==> src/rtl/cdb_arbiter.sv <==
// Round-robin CDB arbiter. It issues a zero-latency one-hot grant each cycle.
// Per-FU wait counters let a starved requester override the rotating pointer.
module cdb_arbiter #(
  parameter int FU_NUM = 5,
  parameter int WAIT_W = 4
) (
  input  logic              clock,
  input  logic              reset_n,
  input  logic [FU_NUM-1:0] fu_req,
  input  logic              cdb_stall,
  input  logic              squash,
  output logic              select_flag,
  output logic [FU_NUM-1:0] select_signal,
  output logic [FU_NUM-1:0] fu_ack,
  output logic [FU_NUM-1:0] starve_flag
);

  localparam int PTR_W = (FU_NUM > 1) ? $clog2(FU_NUM) : 1;
  localparam logic [WAIT_W-1:0] CNT_MAX = {WAIT_W{1'b1}};
  localparam logic [PTR_W-1:0]  LAST_IDX = PTR_W'(FU_NUM - 1);

  logic [PTR_W-1:0]  rr_ptr_q, rr_ptr_d;
  logic [WAIT_W-1:0] wait_cnt_q [FU_NUM];
  logic [WAIT_W-1:0] wait_cnt_d [FU_NUM];
  logic [FU_NUM-1:0] starve_flag_q, starve_flag_d;

  logic              en;
  logic [FU_NUM-1:0] sat;
  logic [FU_NUM-1:0] grant;
  logic [PTR_W-1:0]  gnt_idx;
  logic              gnt_valid;

  assign en = reset_n & ~cdb_stall & ~squash & (|fu_req);

  always_comb begin
    for (int i = 0; i < FU_NUM; i++) begin
      sat[i] = (wait_cnt_q[i] == CNT_MAX);
    end
  end

  // Scans run high-to-low so the last hit written is the highest-priority one.
  always_comb begin
    int j;
    j         = 0;
    grant     = '0;
    gnt_idx   = '0;
    gnt_valid = 1'b0;
    if (en) begin
      for (int i = FU_NUM - 1; i >= 0; i--) begin
        if (fu_req[i] && sat[i]) begin
          gnt_idx   = PTR_W'(i);
          gnt_valid = 1'b1;
        end else begin
          gnt_valid = gnt_valid;
        end
      end
      if (!gnt_valid) begin
        for (int k = FU_NUM - 1; k >= 0; k--) begin
          j = int'(rr_ptr_q) + k;
          if (j >= FU_NUM) begin
            j = j - FU_NUM;
          end else begin
            j = j;
          end
          if (fu_req[j[PTR_W-1:0]]) begin
            gnt_idx   = j[PTR_W-1:0];
            gnt_valid = 1'b1;
          end else begin
            gnt_valid = gnt_valid;
          end
        end
      end else begin
        gnt_idx = gnt_idx;
      end
    end else begin
      gnt_valid = 1'b0;
    end
    if (gnt_valid) begin
      grant[gnt_idx] = 1'b1;
    end else begin
      grant = '0;
    end
  end

  always_comb begin
    rr_ptr_d = rr_ptr_q;
    if (squash) begin
      rr_ptr_d = '0;
    end else if (gnt_valid) begin
      rr_ptr_d = (gnt_idx == LAST_IDX) ? '0 : gnt_idx + PTR_W'(1);
    end else begin
      rr_ptr_d = rr_ptr_q;
    end
    for (int i = 0; i < FU_NUM; i++) begin
      if (squash || !fu_req[i] || grant[i]) begin
        wait_cnt_d[i] = '0;
      end else if (sat[i]) begin
        wait_cnt_d[i] = wait_cnt_q[i];
      end else begin
        wait_cnt_d[i] = wait_cnt_q[i] + WAIT_W'(1);
      end
      starve_flag_d[i] = (wait_cnt_d[i] == CNT_MAX);
    end
  end

  // starve_flag_q tracks the saturation decode of the counters it is loaded with.
  always_ff @(posedge clock or negedge reset_n) begin
    if (!reset_n) begin
      rr_ptr_q      <= '0;
      starve_flag_q <= '0;
      for (int i = 0; i < FU_NUM; i++) begin
        wait_cnt_q[i] <= '0;
      end
    end else begin
      rr_ptr_q      <= rr_ptr_d;
      starve_flag_q <= starve_flag_d;
      for (int i = 0; i < FU_NUM; i++) begin
        wait_cnt_q[i] <= wait_cnt_d[i];
      end
    end
  end

  assign select_signal = grant;
  assign fu_ack        = grant;
  assign select_flag   = |grant;
  assign starve_flag   = starve_flag_q;

endmodule

==> config.mk <==
export PLATFORM = sky130hd
export DESIGN_NAME = cdb_arbiter
export DESIGN_NICKNAME = d
export VERILOG_FILES = /design/src/rtl/cdb_arbiter.sv
export SDC_FILE = /design/constraint.sdc
export NUM_CORES = 1
export LEC_CHECK = 0
export ABC_AREA = 0
export CAP_MARGIN = 20
export CORE_AREA = 4 4 100 64
export DETAILED_ROUTE_END_ITERATION = 7
export DIE_AREA = 0 0 104 68
export PLACE_DENSITY = 0.8
export SYNTH_ARGS = -nofsm -noshare
export SYNTH_HDL_FRONTEND = slang
export SYNTH_SLANG_ARGS = --single-unit
==> constraint.sdc <==
create_clock -name clock -period 4.6 [get_ports clock]
set_input_delay 0.92 -clock clock [delete_from_list [all_inputs] [get_ports clock]]
set_output_delay 0.92 -clock clock [all_outputs]
set_load 0.02 [all_outputs]
==> results.py <==
metrics = {
    "detailed_routing": {
        "firstDrtPassIters": 5,
        "vias_per_cell": 6.46,
        "wl_mm": 9.00,
        "via_count": 3242,
        "wl_per_cell_um": 17.9,
        "postRouteAntennaNets": 0,
        "drc_errors": 0,
        "drtIter0Drc": 256,
    },
    "finish": {
        "final_cell_count_no_fill": 502,
        "area_delta_synth_final_pct": 19.2,
        "final_common_cell": "buf_4",
        "num-nets-final": 459,
        "final_cell_mix": "50 x buf_4, 30 x nand2_1, 28 x dfrtp_1, 25 x nor2_1, 23 x a21oi_1",
        "final.fill_count": 424,
        "antenna_cells": 0,
        "drive_above_1_share": 0.229,
    },
    "floorplanning": {
        "io_pins": 25,
        "coreArea_mm2": 0.00547,
        "initial_core_util": 0.584,
        "rows": 21,
        "dieArea_mm2": 0.00707,
        "die_x_um": 104,
        "die_height_um": 68,
    },
    "critical_path": {
        "regToRegEndpoint": "rr_ptr_q[2]",
        "ff2ff_path_depth": 16,
        "crit_top_cell": "buf_4",
        "path_class": "input pin to output pin",
        "crit_chain": "clkdlybuf4s50_1 -> buf_4 -> or2b_1 -> a211oi_1 -> a2bb2oi_2 -> a21oi_1 -> mux2i_1 -> a31o_1 -> buf_4 -> a21oi_2 -> dlygate4sd2_1",
        "rr_startpoint": "rr_ptr_q[0]",
        "cp-start-kind": "input pin",
        "path_buf_inv": 4,
        "crit_path_max_incr_delay_ns": 0.51,
        "slowest_stage": "clkdlybuf4s50_1",
        "end_kind": "output pin",
        "worst_path_dominant_cell_family": "buffers and inverters",
        "crit_required_ns": 3.68,
        "reg2reg_slack_ns": 0.72,
        "path_max_fanout": 7,
        "arrival_ns": 3.53,
    },
    "outcome": {
        "outcome": "complete, no violations",
    },
    "synthesis": {
        "yosysUniqueCellTypes": 86,
        "synth_cells": 381,
        "syn_area_per_cell_um2": 8.38,
        "ys_seq_area_frac": 0.219,
        "async_flop_share": 1.00,
        "ys_top_cells_by_area": "dfrtp_1 22%, ha_1 5.9%, mux2i_1 4.1%",
        "ys_ff_latch": 28,
        "synth_top_area_cell": "dfrtp_1",
        "yosysWarnings": 0,
        "ys.flop_type": "dfrtp_1",
        "syn_area_mm2": 0.00319,
        "synth_nets": 406,
        "synth_edf_count": 0,
        "synth_top_area_frac": 0.219,
    },
    "grt": {
        "grt_max_degree": 30,
        "grt_pass1_wl_mm": 14.4,
        "grt_pass1_vias": 2944,
        "antenna_found_initial": 0,
        "grtUsageTotal": 0.251,
        "gr-total-overflow": 0,
    },
    "placed_design": {
        "io_buffers": 24,
        "pre_cts_ws_ns": -0.148,
        "dp.cells": 497,
        "dpl.hpwl_mm": 7.10,
        "routabilityCongestion": 1.09,
    },
    "hold_path": {
        "hold_depth": 2,
        "min_from": "wait_cnt_q[7]",
        "min-delay-path-class": "register to register",
        "min_to": "starve_flag[3]",
    },
    "timing": {
        "fin_skew_ns": 0.00381,
        "finalHoldViolCount": 0,
        "slew-limit-headroom": 0.694,
        "drv_slew": 0,
        "setup_viol": 0,
        "timing.hold.ws_ns": 0.590,
        "fin_ws_ns": 0.148,
        "tightest_slew_ns": 0.455,
        "finalCritPeriodShare": 0.968,
        "min_period_ns": 4.45,
        "rsz0062_at_grt": "false",
        "max_freq_ghz": 0.225,
    },
    "clock_network": {
        "cts_tree": "done",
        "clkSinkCount": 28,
        "cts_root_buf": "clkbuf_8",
        "clkLatencyLatePin_ns": 0.27,
        "path_clk_slew_ns": 0.09,
        "cts.path.max_buffers": 2,
        "cts_made_buffers": 3,
        "cts_max_level": 1,
    },
    "pwr": {
        "irDropWorstVdd_uv": 145,
        "power.density_mw_per_mm2": 206,
        "power_uw": 783,
        "power_leakage_uw": 0.00175,
    },
    "job": {
        "cap_violations": 0,
    },
}
-- through the flow --
| step | setup TNS, ns | utilization | cell area, um^2 |
|---|---|---|---|
| after floorplan | 0 | - | 3190 |
| after global placement | -0.250 | 0.683 | 3730 |
| after detailed placement | -0.654 | 0.683 | 3730 |
| after CTS | 0 | 0.695 | 3800 |
| after global routing | 0 | 0.697 | 3810 |
| final | 0 | 0.697 | 3810 |
-- cell families after synthesis --
family          Yosys count  share of synthesized area
buf+inv                  37                     0.0670
fa+ha+maj                16                     0.0650
compound gates          104                      0.265
mux                      19                     0.0638
xor+xnor                 13                     0.0356
simple gates            164                      0.284
flops                    28                      0.219
-- what timing repair did --
item | CTS | global route
endpoints found under the setup margin | 10 | 9
resized for setup | 10 | 15
setup buffers | 0 | 1
hold buffers | 0 | 0
-- flip-flops by register name, indices dropped and copies added (netlist names) --
signal / count
rr_ptr_q: 3
starve_flag: 5
wait_cnt_q: 20
-- where the power goes --
| group | internal, uW | switching [uW] | total, uW |
|---|---|---|---|
| logic | 148 | 185 | 333 |
| registers | 252 | 7.31 | 259 |
| clock network | 117 | 74.6 | 191 |
| total | 517 | 267 | 783 |
-- Yosys cell counts (4+ instances only) --
library cell / instances
nand2_1: 30
dfrtp_1: 28
nor2_1: 26
a21oi_1: 23
nand3_1: 21
ha_1: 15
o21ai_0: 14
mux2i_1: 13
buf_2: 11
nor2b_1: 11
nand2b_1: 10
nor3_1: 10
nand3b_1: 9
nand4_1: 8
inv_1: 7
xor2_1: 7
buf_4: 6
nor4_1: 6
xnor2_1: 6
a21oi_2: 5
and2_1: 5
buf_6: 5
and3_1: 4
clkbuf_1: 4
mux2_2: 4
nor3b_1: 4
o211ai_1: 4
-- routing by layer --
layer	track usage	up-vias	part of all wire
li1	-	1527	-
met1	0.353	1551	0.46
met2	0.396	152	0.43
met3	0.0801	12	0.10
met4	0.0216	0	0.0052
met5	0	-	0
-- area by class of cell --
cell class | count | area [um^2] | area share
inverters | 10 | 37.5 | 0.00986
repair buffers | 75 | 621 | 0.163
clock buffers | 3 | 41.3 | 0.0108
well taps | 69 | 86.3 | 0.0227
clock inverters | 1 | 30.0 | 0.00789
multi-input cells | 316 | 2290 | 0.602
flip-flops and latches | 28 | 701 | 0.184
-- tightest hold or removal path: stages, from the launching register on --
cell     delay (ns)
dfrtp_1        0.44
nand2_1        0.08
nor4_1         0.04
-- worst max path at each step --
stage | depth (start not counted) | startpoint | to
2_1_floorplan | 14 | rr_ptr_q[0] | select_signal[0]
4_1_cts | 12 | rr_ptr_q[0] | select_flag
6_report | 11 | fu_req[2] | fu_ack[2]
3_3_place_gp | 11 | fu_req[2] | select_signal[1]
5_1_grt | 12 | rr_ptr_q[0] | fu_ack[3]
3_5_place_dp | 11 | fu_req[2] | fu_ack[0]
Power figures use the tool's default switching activity.
